[src/rtl/cmd_seq_pkg.sv]
// Shared types and constants for the UART command sequencer.
package cmd_seq_pkg;

    localparam int unsigned CMD_W  = 8;
    localparam int unsigned DATA_W = 16;
    localparam int unsigned IDX_W  = 3;
    localparam int unsigned RESP_W = 8;

    localparam logic [RESP_W-1:0] ACK     = 8'hA5;
    localparam logic [RESP_W-1:0] NAK     = 8'h5A;
    localparam logic [3:0]        EVT_HDR = 4'hE;

    typedef enum logic [1:0] {
        OP_WRITE  = 2'b00,
        OP_READ   = 2'b01,
        OP_STROBE = 2'b10,
        OP_RSVD   = 2'b11
    } opcode_e;

    typedef enum logic [2:0] {
        IDLE, EXEC, SEND, WAIT, SEND2, WAIT2, ESEND, EWAIT
    } state_e;

    // Command byte layout as delivered by the wrapper.
    typedef struct packed {
        opcode_e          op;
        logic [2:0]       rsvd;
        logic [IDX_W-1:0] idx;
    } cmd_t;

    // A command is refused when its opcode is reserved or it names a missing register.
    function automatic logic cmd_is_nak(input cmd_t c, input int unsigned nregs);
        return (c.op == OP_RSVD) || (32'(c.idx) >= nregs);
    endfunction

endpackage

[src/rtl/resp_timeout_cnt.sv]
// Response-wait watchdog: counts cycles spent waiting for resp_sent.
module resp_timeout_cnt #(
    parameter int unsigned TO_CYCLES = 1_000_000,
    parameter int unsigned TO_W      = 20
) (
    input  logic clk,
    input  logic rst_n,
    input  logic clr,
    input  logic en,
    output logic expired
);

    localparam logic [TO_W-1:0] LAST = TO_W'(TO_CYCLES - 1);

    logic [TO_W-1:0] cnt_q, cnt_d;
    logic            expired_q, expired_d;

    // Count while enabled, saturating at the last cycle; expired marks the cycle count == LAST.
    always_comb begin
        cnt_d     = cnt_q;
        expired_d = 1'b0;
        if (clr) begin
            cnt_d = '0;
        end else if (en) begin
            if (cnt_q != LAST) begin
                cnt_d = cnt_q + TO_W'(1);
            end
            expired_d = (cnt_d == LAST);
        end
    end

    // Counter state.
    always_ff @(posedge clk or negedge rst_n) begin
        if (!rst_n) begin
            cnt_q     <= '0;
            expired_q <= 1'b0;
        end else begin
            cnt_q     <= cnt_d;
            expired_q <= expired_d;
        end
    end

    assign expired = expired_q;

endmodule

[src/rtl/cmd_sequencer.sv]
// Decodes wrapper commands, drives the register file/strobes and sequences responses and event reports.
module cmd_sequencer
    import cmd_seq_pkg::*;
#(
    parameter int unsigned NREGS     = 8,
    parameter int unsigned TO_CYCLES = 1_000_000,
    parameter int unsigned TO_W      = 20
) (
    input  logic                    clk,
    input  logic                    rst_n,
    input  logic                    cmd_rdy,
    input  logic [CMD_W-1:0]        cmd,
    input  logic [DATA_W-1:0]       data,
    output logic                    clr_cmd_rdy,
    output logic                    snd_resp,
    output logic [RESP_W-1:0]       resp,
    input  logic                    resp_sent,
    input  logic                    evt_req,
    input  logic [3:0]              evt_code,
    output logic [NREGS*DATA_W-1:0] regs_out,
    output logic [NREGS-1:0]        strb,
    output logic                    tx_err
);

    state_e              state_q, state_d;
    cmd_t                cmd_q, cmd_d;
    logic [DATA_W-1:0]   data_q, data_d;
    logic [RESP_W-1:0]   resp_q, resp_d;
    logic                snd_resp_q, snd_resp_d;
    logic [NREGS-1:0]    strb_q, strb_d;
    logic                tx_err_q, tx_err_d;
    logic                evt_pend_q, evt_pend_d;
    logic [3:0]          evt_code_q, evt_code_d;
    logic                last_evt_q, last_evt_d;
    logic [DATA_W-1:0]   regs_q [NREGS];
    logic [DATA_W-1:0]   regs_d [NREGS];

    cmd_t                cmd_in;
    logic [DATA_W-1:0]   rd_word;
    logic                serve_evt;
    logic                serve_cmd;
    logic                cap_nak;
    logic                to_clr;
    logic                to_en;
    logic                to_expired;
    logic                rsvd_unused;

    assign cmd_in      = cmd_t'(cmd);
    assign cap_nak     = cmd_is_nak(cmd_q, NREGS);
    // The reserved field is captured with the command but carries no meaning.
    assign rsvd_unused = ^cmd_q.rsvd;

    // Watchdog restarts in each SEND state and runs through the following WAIT state.
    assign to_clr = (state_q == SEND) || (state_q == SEND2) || (state_q == ESEND);
    assign to_en  = (state_q == WAIT) || (state_q == WAIT2) || (state_q == EWAIT);

    resp_timeout_cnt #(
        .TO_CYCLES (TO_CYCLES),
        .TO_W      (TO_W)
    ) u_timeout (
        .clk     (clk),
        .rst_n   (rst_n),
        .clr     (to_clr),
        .en      (to_en),
        .expired (to_expired)
    );

    // Read mux over the captured register index.
    always_comb begin
        rd_word = '0;
        for (int unsigned i = 0; i < NREGS; i++) begin
            if (cmd_q.idx == IDX_W'(i)) begin
                rd_word = regs_q[i];
            end
        end
    end

    // Arbitration, command execution, response sequencing and event capture.
    always_comb begin
        state_d     = state_q;
        cmd_d       = cmd_q;
        data_d      = data_q;
        resp_d      = resp_q;
        evt_pend_d  = evt_pend_q;
        evt_code_d  = evt_code_q;
        last_evt_d  = last_evt_q;
        regs_d      = regs_q;
        snd_resp_d  = 1'b0;
        strb_d      = '0;
        tx_err_d    = 1'b0;
        clr_cmd_rdy = 1'b0;
        serve_evt   = 1'b0;
        serve_cmd   = 1'b0;

        unique case (state_q)
            IDLE: begin
                // Round-robin when both are eligible: an event wins unless one was served last.
                serve_evt = evt_pend_q && (!cmd_rdy || !last_evt_q);
                serve_cmd = cmd_rdy && !serve_evt;
                if (serve_evt) begin
                    resp_d     = {EVT_HDR, evt_code_q};
                    evt_pend_d = 1'b0;
                    last_evt_d = 1'b1;
                    state_d    = ESEND;
                end else if (serve_cmd) begin
                    cmd_d       = cmd_in;
                    data_d      = data;
                    clr_cmd_rdy = 1'b1;
                    last_evt_d  = 1'b0;
                    state_d     = EXEC;
                    // Strobe is registered here so it is high during EXEC.
                    if ((cmd_in.op == OP_STROBE) && !cmd_is_nak(cmd_in, NREGS)) begin
                        for (int unsigned i = 0; i < NREGS; i++) begin
                            strb_d[i] = (cmd_in.idx == IDX_W'(i));
                        end
                    end
                end
            end
            EXEC: begin
                state_d = SEND;
                if (cap_nak) begin
                    resp_d = NAK;
                end else begin
                    unique case (cmd_q.op)
                        OP_WRITE: begin
                            for (int unsigned i = 0; i < NREGS; i++) begin
                                if (cmd_q.idx == IDX_W'(i)) begin
                                    regs_d[i] = data_q;
                                end
                            end
                            resp_d = ACK;
                        end
                        OP_READ:   resp_d = rd_word[15:8];
                        OP_STROBE: resp_d = ACK;
                        OP_RSVD:   resp_d = NAK;
                    endcase
                end
            end
            SEND:  state_d = WAIT;
            WAIT: begin
                if (resp_sent) begin
                    if (!cap_nak && (cmd_q.op == OP_READ)) begin
                        resp_d  = rd_word[7:0];
                        state_d = SEND2;
                    end else begin
                        state_d = IDLE;
                    end
                end else if (to_expired) begin
                    tx_err_d = 1'b1;
                    state_d  = IDLE;
                end
            end
            SEND2: state_d = WAIT2;
            WAIT2: begin
                if (resp_sent) begin
                    state_d = IDLE;
                end else if (to_expired) begin
                    tx_err_d = 1'b1;
                    state_d  = IDLE;
                end
            end
            ESEND: state_d = EWAIT;
            EWAIT: begin
                if (resp_sent) begin
                    state_d = IDLE;
                end else if (to_expired) begin
                    tx_err_d = 1'b1;
                    state_d  = IDLE;
                end
            end
        endcase

        // A new request overrides a same-cycle clear and replaces any pending code.
        if (evt_req) begin
            evt_pend_d = 1'b1;
            evt_code_d = evt_code;
        end

        snd_resp_d = (state_d == SEND) || (state_d == SEND2) || (state_d == ESEND);
    end

    // State and output registers.
    always_ff @(posedge clk or negedge rst_n) begin
        if (!rst_n) begin
            state_q    <= IDLE;
            cmd_q      <= '0;
            data_q     <= '0;
            resp_q     <= '0;
            snd_resp_q <= 1'b0;
            strb_q     <= '0;
            tx_err_q   <= 1'b0;
            evt_pend_q <= 1'b0;
            evt_code_q <= '0;
            last_evt_q <= 1'b0;
            for (int unsigned i = 0; i < NREGS; i++) begin
                regs_q[i] <= '0;
            end
        end else begin
            state_q    <= state_d;
            cmd_q      <= cmd_d;
            data_q     <= data_d;
            resp_q     <= resp_d;
            snd_resp_q <= snd_resp_d;
            strb_q     <= strb_d;
            tx_err_q   <= tx_err_d;
            evt_pend_q <= evt_pend_d;
            evt_code_q <= evt_code_d;
            last_evt_q <= last_evt_d;
            for (int unsigned i = 0; i < NREGS; i++) begin
                regs_q[i] <= regs_d[i];
            end
        end
    end

    for (genvar g = 0; g < int'(NREGS); g++) begin : g_regs_out
        assign regs_out[DATA_W*g +: DATA_W] = regs_q[g];
    end

    assign snd_resp = snd_resp_q;
    assign resp     = resp_q;
    assign strb     = strb_q;
    assign tx_err   = tx_err_q;

endmodule

[config.mk]
export PLATFORM = sky130hd
export DESIGN_NAME = cmd_sequencer
export DESIGN_NICKNAME = d
export VERILOG_FILES = /design/src/rtl/cmd_seq_pkg.sv /design/src/rtl/resp_timeout_cnt.sv /design/src/rtl/cmd_sequencer.sv
export SDC_FILE = /design/constraint.sdc
export NUM_CORES = 1
export LEC_CHECK = 0
export ABC_AREA = 1
export CAP_MARGIN = 20
export CORE_MARGIN = 3
export CORE_UTILIZATION = 48
export CTS_CLUSTER_SIZE = 16
export DETAILED_ROUTE_END_ITERATION = 10
export PLACE_DENSITY = 0.72
export REMOVE_ABC_BUFFERS = 1
export SYNTH_ARGS = -nofsm -noshare
export SYNTH_HDL_FRONTEND = slang
export SYNTH_SLANG_ARGS = --single-unit
export TNS_END_PERCENT = 50
[constraint.sdc]
create_clock -name clk -period 2.6 [get_ports clk]
set_clock_uncertainty 0.1 [all_clocks]
set_input_delay 0.26 -clock clk [delete_from_list [all_inputs] [get_ports clk]]
set_output_delay 0.26 -clock clk [all_outputs]
set_load 0.005 [all_outputs]
==> impl_metrics.env, run 1 <==
export IMPL_yosysTopAreaCell="dfrtp_1"
export IMPL_reg2regPathDepth=12
export IMPL_power_mw=12.7
export IMPL_overflow=0
export IMPL_cts_buffers_inserted=17
export IMPL_rows=49
export IMPL_crit_arrival_ns=2.11
export IMPL_crit_buf_inv=3
export IMPL_final_nets=1278
export IMPL_drv_slew=0
export IMPL_grt_pass1_vias=7738
export IMPL_tightest_slew_ns=0.568
export IMPL_slowest_delay_ns=0.51
export IMPL_cap_violations=0
export IMPL_synth_area_mm2=0.00906
export IMPL_drtPass1Iterations=6
export IMPL_vias_per_cell=5.41
export IMPL_status="complete, no violations"
export IMPL_layout_common_cells="nand2_1 (332), dfrtp_1 (197), clkdlybuf4s50_1 (175), o21ai_1 (117), inv_1 (76)"
export IMPL_path_class="reg -> out"
export IMPL_dp_hpwl_um=19300
export IMPL_fmax_ghz=0.405
export IMPL_die_width_um=143
export IMPL_peakVddDrop_uv=639
export IMPL_drive_above_1_share_pct=7.08
export IMPL_post_cts_buffers=0
export IMPL_cts_buffer_depth=2
export IMPL_routedWlPerCell_um=18.6
export IMPL_maxSlewHeadroom_pct=62.1
export IMPL_grt_usage_pct=27.4
export IMPL_synth_cell_types=33
export IMPL_hp_class="in -> async"
export IMPL_die_area_mm2=0.0206
export IMPL_synth_warnings=0
export IMPL_rsz0062_at_grt="false"
export IMPL_antenna_found_initial=0
export IMPL_core_region_area_mm2=0.0183
export IMPL_ys_ff_latch=197
export IMPL_regToRegSetupSlack_ns=0.27
export IMPL_async_flop_share_pct=100
export IMPL_cp_end_kind="output pin"
export IMPL_netlist_instances=1068
export IMPL_synth_ff_type="dfrtp_1"
export IMPL_ys_seq_area_share_pct=54.4
export IMPL_io_buffers=176
export IMPL_pwr_density_cell_mw_per_mm2=1100
export IMPL_drtIter0Drc=521
export IMPL_hold_ws_ns=0.246
export IMPL_grt_pass1_wl_um=43500
export IMPL_min_period_ns=2.47
export IMPL_cp_required_ns=2.24
export IMPL_antenna_left=0
export IMPL_path_cells="inv_2 -> nand2_1 -> nor3_2 -> nand2_1 -> inv_2 -> clkdlybuf4s50_1"
export IMPL_ios=180
export IMPL_wl_um=27700
export IMPL_syn_avg_cell_area_um2=8.49
export IMPL_min_period_over_period_pct=95.0
export IMPL_cts_sinks=197
export IMPL_start_util_pct=49.6
export IMPL_areaGrowthSynthToFinish_pct=27.4
export IMPL_gp_congestion=0.898
export IMPL_drcViolationCount=0
export IMPL_clkSlewWorstSetupHoldPaths_ns=0.07
export IMPL_setup_viol=0
export IMPL_ys_top_cells_by_area="dfrtp_1 (54%), nand2_1 (14%), o21ai_1 (6.5%), inv_1 (3.2%), nor2_1 (3.1%)"
export IMPL_cts_tree="done"
export IMPL_cp_num_cells=6
export IMPL_cts_htree_levels=4
export IMPL_p_leak_nw=5.33
export IMPL_final_common_cell="nand2_1"
export IMPL_critPathTopFamily="buffers and inverters"
export IMPL_start_kind="register"
export IMPL_diodes=0
export IMPL_crit_fanout=6
export IMPL_finalHoldViolCount=0
export IMPL_grt_max_degree=60
export IMPL_finalSetupTns_ns=0
export IMPL_clk_latency_ns=0.44
export IMPL_dieHeight_um=143
export IMPL_synth_edf_count=0
export IMPL_cpMaxStageDelayCell="clkdlybuf4s50_1"
export IMPL_vias=8039
export IMPL_cts_root_buffer="clkbuf_16"
export IMPL_synth_top_area_share_pct=54.4
[registers in the layout, indices dropped and copies added (netlist names)]
name and cells:
state_q 3, resp 8, last_evt_q 1, evt_pend_q 1
regs_out 128, snd_resp 1, u_timeout.expired 1, cmd_q 5
evt_code_q 4, u_timeout.cnt_q 20, data_q 16, strb 8
tx_err 1
[timing repair]
item	CTS	global route
endpoints found under the setup margin	1	2
endpoints found under the hold margin	49	0
pin swaps	0	0
gates resized for setup	1	2
hold buffers	1	0
[power breakdown]
group | leakage (nW) | total [mW] | internal (mW) | switching [mW]
logic | 2.43 | 5.22 | 2.37 | 2.85
registers | 2.62 | 4.98 | 4.07 | 0.914
clock network | 0.279 | 2.54 | 1.27 | 1.27
total | 5.33 | 12.7 | 7.70 | 5.04
[cells by family (layout without fill, tap and decap cells)]
kind of cell,count (synthesis),count (layout),synth area share (%)
adder cells (fa/ha/maj),1,1,0.138
AND/OR/NAND/NOR,504,504,23.6
XOR/XNOR,13,13,1.26
flip-flops,197,197,54.4
AO/OA/AOI/OAI,231,231,13.5
buffers and inverters,122,311,7.08
[synth_stat cells (all sizes together), types with 2 or more instances]
cell type / number
dfrtp: 197
inv: 80
xor2: 13
nand3: 34
clkbuf: 9
a21oi: 50
nor4: 2
buf: 30
o21ai: 165
o22ai: 12
nor2: 77
nand2: 341
nor3: 21
clkinv: 3
nand4: 23
or2: 6
[final timing paths]
check                                         startpoint                             end
worst max-delay path                state_q[0]$_DFF_PN0_                     clr_cmd_rdy
worst min-delay path                               rst_n  u_timeout.cnt_q[8]$_DFFE_PN0P_
worst max register to register      state_q[2]$_DFF_PN0_             resp[2]$_DFFE_PN0P_
worst min register to register  regs_out[70]$_DFFE_PN0P_        regs_out[70]$_DFFE_PN0P_
max in group asynchronous                          rst_n           data_q[1]$_DFFE_PN0P_
min in group clk                                data[13]          data_q[13]$_DFFE_PN0P_
[metal layers]
metal  up-vias  part of all wire, %  GRT usage, %
met3        33                  7.2          6.82
met1      3844                   44          38.1
met2       306                   47          43.7
met4         0                  2.1          6.84
li1       3856                    -             -
met5         -                    0             0
[stage by stage]
step                worst slack, ns  cell area [um2]  utilization [%]  std cells
floorplan                     0.419             8740                -       1029
global placement              0.273            11000             60.0       1453
detailed placement            0.240            11000             60.0       1453
CTS                          0.0336            11500             63.2       1486
global route                 0.0151            11500             63.2       1486
finish                        0.129            11500             63.2       1486
[area by class of cell]
class	count	area (um2)
Clock inverter	15	145
Timing Repair Buffer	196	1940
Multi-Input combinational cell	749	3500
Fill cell	1621	6720
Tap cell	229	287
Clock buffer	17	425
Sequential cell	197	4930
Inverter	83	314
(Power assumes the default switching activity.)
==> run 2, diff against run 1 <==
--- a/config.mk
+++ b/config.mk
@@ -7,11 +7,13 @@
 export LEC_CHECK = 0
 export ABC_AREA = 1
 export CAP_MARGIN = 20
+export CELL_PAD_IN_SITES_DETAIL_PLACEMENT = 1
+export CELL_PAD_IN_SITES_GLOBAL_PLACEMENT = 1
 export CORE_MARGIN = 3
-export CORE_UTILIZATION = 48
+export CORE_UTILIZATION = 39
 export CTS_CLUSTER_SIZE = 16
 export DETAILED_ROUTE_END_ITERATION = 10
-export PLACE_DENSITY = 0.72
+export PLACE_DENSITY = 0.78
 export REMOVE_ABC_BUFFERS = 1
 export SYNTH_ARGS = -nofsm -noshare
 export SYNTH_HDL_FRONTEND = slang
==> run 2 against run 1 <==
Compared with the run above: sequential cell count stayed put; hold slack better by 0.0070 ns; critical path depth is 5 higher; critical path type is now reg -> reg; global-route usage is 1.6 points lower; power is 3.1% higher; final cell count is 3.6% higher; sequential share of layout area is 0.34 points lower; first-iteration DRC count is 15% lower; final area is 0.80% higher.
==> impl_metrics.env, run 2 (synthesized netlist as in run 1, its figures left out) <==
export IMPL_start_util_pct=39.9
export IMPL_drcViolationCount=0
export IMPL_grt_pass1_vias=8751
export IMPL_cts_sinks=197
export IMPL_antenna_found_initial=0
export IMPL_path_cells="nor2_4 -> inv_4 -> nor2_8 -> inv_2 -> nand2_1 -> inv_1 -> nand2_1 -> buf_4 -> o21ai_0 -> a21oi_1 -> a21oi_1"
export IMPL_peakVddDrop_uv=445
export IMPL_clkPwrFrac_pct=20.9
export IMPL_grt_max_degree=65
export IMPL_largest_reg_flops=128
export IMPL_cts_buffer_depth=2
export IMPL_p_leak_nw=5.36
export IMPL_diodes=0
export IMPL_min_period_ns=2.48
export IMPL_wl_um=31800
export IMPL_slowest_delay_ns=0.48
export IMPL_crit_arrival_ns=2.69
export IMPL_cts_buffers_inserted=17
export IMPL_final_nets=1276
export IMPL_multiInputGateArea_mm2=0.00350
export IMPL_drtPass1Iterations=5
export IMPL_netSwitchingFraction_pct=40.5
export IMPL_rows=55
export IMPL_dieHeight_um=158
export IMPL_fillers=2711
export IMPL_die_width_um=158
export IMPL_die_area_mm2=0.0251
export IMPL_cpMaxStageDelayCell="dfrtp_1"
export IMPL_antenna_left=0
export IMPL_path_class="reg -> reg"
export IMPL_fin_ws_ns=0.122
export IMPL_dp_worst_setup_slack_ns=0.0839
export IMPL_cp_end_kind="register"
export IMPL_dp_hpwl_um=21800
export IMPL_maxSlewHeadroom_pct=50.0
export IMPL_pwr_density_cell_mw_per_mm2=1130
export IMPL_finalHoldViolCount=0
export IMPL_post_cts_buffers=0
export IMPL_crit_buf_inv=4
export IMPL_cp_required_ns=2.82
export IMPL_clk_latency_ns=0.44
export IMPL_drv_slew=0
export IMPL_hold_ws_ns=0.253
export IMPL_power_mw=13.1
export IMPL_hp_class="in -> async"
export IMPL_vias=8243
export IMPL_overflow=0
export IMPL_vias_per_cell=5.35
export IMPL_cts_tree="done"
export IMPL_clkSlewWorstSetupHoldPaths_ns=0.08
export IMPL_gp_congestion=0.917
export IMPL_critPathTopFamily="simple AND/OR/NAND/NOR gates"
export IMPL_cap_violations=0
export IMPL_io_buffers=176
export IMPL_areaGrowthSynthToFinish_pct=28.4
export IMPL_final_common_cell="nand2_1"
export IMPL_pwr_share_seq_pct=38.3
export IMPL_fmax_ghz=0.404
export IMPL_min_period_over_period_pct=95.3
export IMPL_p_sw_mw=5.32
export IMPL_layout_common_cells="nand2_1 (333), dfrtp_1 (197), clkdlybuf4s50_1 (174), o21ai_1 (117), inv_1 (76)"
export IMPL_drive_above_1_share_pct=6.77
export IMPL_grt_usage_pct=25.8
export IMPL_start_kind="register"
export IMPL_crit_fanout=18
export IMPL_combPwrFrac_pct=40.8
export IMPL_drtIter0Drc=442
export IMPL_cts_htree_levels=4
export IMPL_ios=180
export IMPL_rsz0062_at_grt="true"
export IMPL_core_region_area_mm2=0.0227
export IMPL_cts_root_buffer="clkbuf_16"
export IMPL_setup_viol=0
export IMPL_status="complete, no violations"
export IMPL_intPower_mw=7.82
export IMPL_grt_pass1_wl_um=49200
export IMPL_tightest_slew_ns=0.749
export IMPL_routedWlPerCell_um=20.7
export IMPL_regArea_mm2=0.00493
==> run 2: changes by cell type in the layout (fill, tap and decap cells not counted), sizes merged <==
cell	previous run	this run
dlymetal6s2s	0	1
buf	19	17
clkdlybuf4s50	175	174
clkinvlp	1	0
inv	85	88
bufinv	0	1
clkbuf	18	19
clkinv	12	8
==> run 2: final cells by class <==
cell class | instances | area share (%)
clock buffers | 18 | 3.69
clock inverters | 14 | 1.54
inverters | 83 | 2.70
multi-input cells | 749 | 30.1
flip-flops and latches | 197 | 42.3
well taps | 285 | 3.06
repair buffers | 194 | 16.6
==> run 2: timing repair <==
action	CTS	global route
endpoints found under the setup margin	1	2
hold buffers	1	0
hold endpoints to repair	48	0
resized for setup	2	1
==> run 2: layer usage <==
metal  vias up  track usage (%)  wire [um]
li1       3836                -          -
met1      4140             33.9      14100
met4         0             9.67       1020
met3        66             4.40       1310
met2       201             43.0      15400
met5         -                0          0
==> run 2: metrics by stage <==
stage / TNS (ns) / cells / area [um2] / utilization, %
after floorplan: 0 / 1029 / 8740 / -
after global placement: 0 / 1507 / 11000 / 48.5
after detailed placement: 0 / 1507 / 11000 / 48.5
after CTS: 0 / 1540 / 11600 / 51.3
after global routing: -0.00433 / 1540 / 11600 / 51.3
final: 0 / 1540 / 11600 / 51.3
==> run 2: power groups by stage <==
stage	combinational, mW	sequential, mW	clock (mW)
2_1_floorplan	2.36	4.83	0
3_3_place_gp	5.15	5.02	0
3_5_place_dp	5.29	5.05	0
4_1_cts	5.39	5.03	2.78
5_1_grt	5.91	5.17	2.89
6_report	5.35	5.03	2.75
==> run 2: worst paths after layout <==
check                      slack (ns)                             end  cells past startpoint                     start
setup / recovery                 0.12             resp[3]$_DFFE_PN0P_                     11      state_q[2]$_DFF_PN0_
hold / removal                   0.25  u_timeout.cnt_q[9]$_DFFE_PN0P_                      2                     rst_n
setup reg to reg                 0.12             resp[3]$_DFFE_PN0P_                     11      state_q[2]$_DFF_PN0_
hold reg to reg                  0.42        regs_out[72]$_DFFE_PN0P_                      2  regs_out[72]$_DFFE_PN0P_
max in group asynchronous        1.40            state_q[0]$_DFF_PN0_                      3                     rst_n
min in group clk                 0.27          data_q[13]$_DFFE_PN0P_                      3                  data[13]
==> run 2: worst reg2reg max path, cell delays in order, from the launching register on <==
cell     delay [ns]
dfrtp_1        0.48
nor2_4         0.27
inv_4          0.18
nor2_8         0.15
inv_2          0.09
nand2_1        0.13
inv_1          0.12
nand2_1        0.22
buf_4          0.21
o21ai_0        0.11
a21oi_1        0.20
a21oi_1        0.10
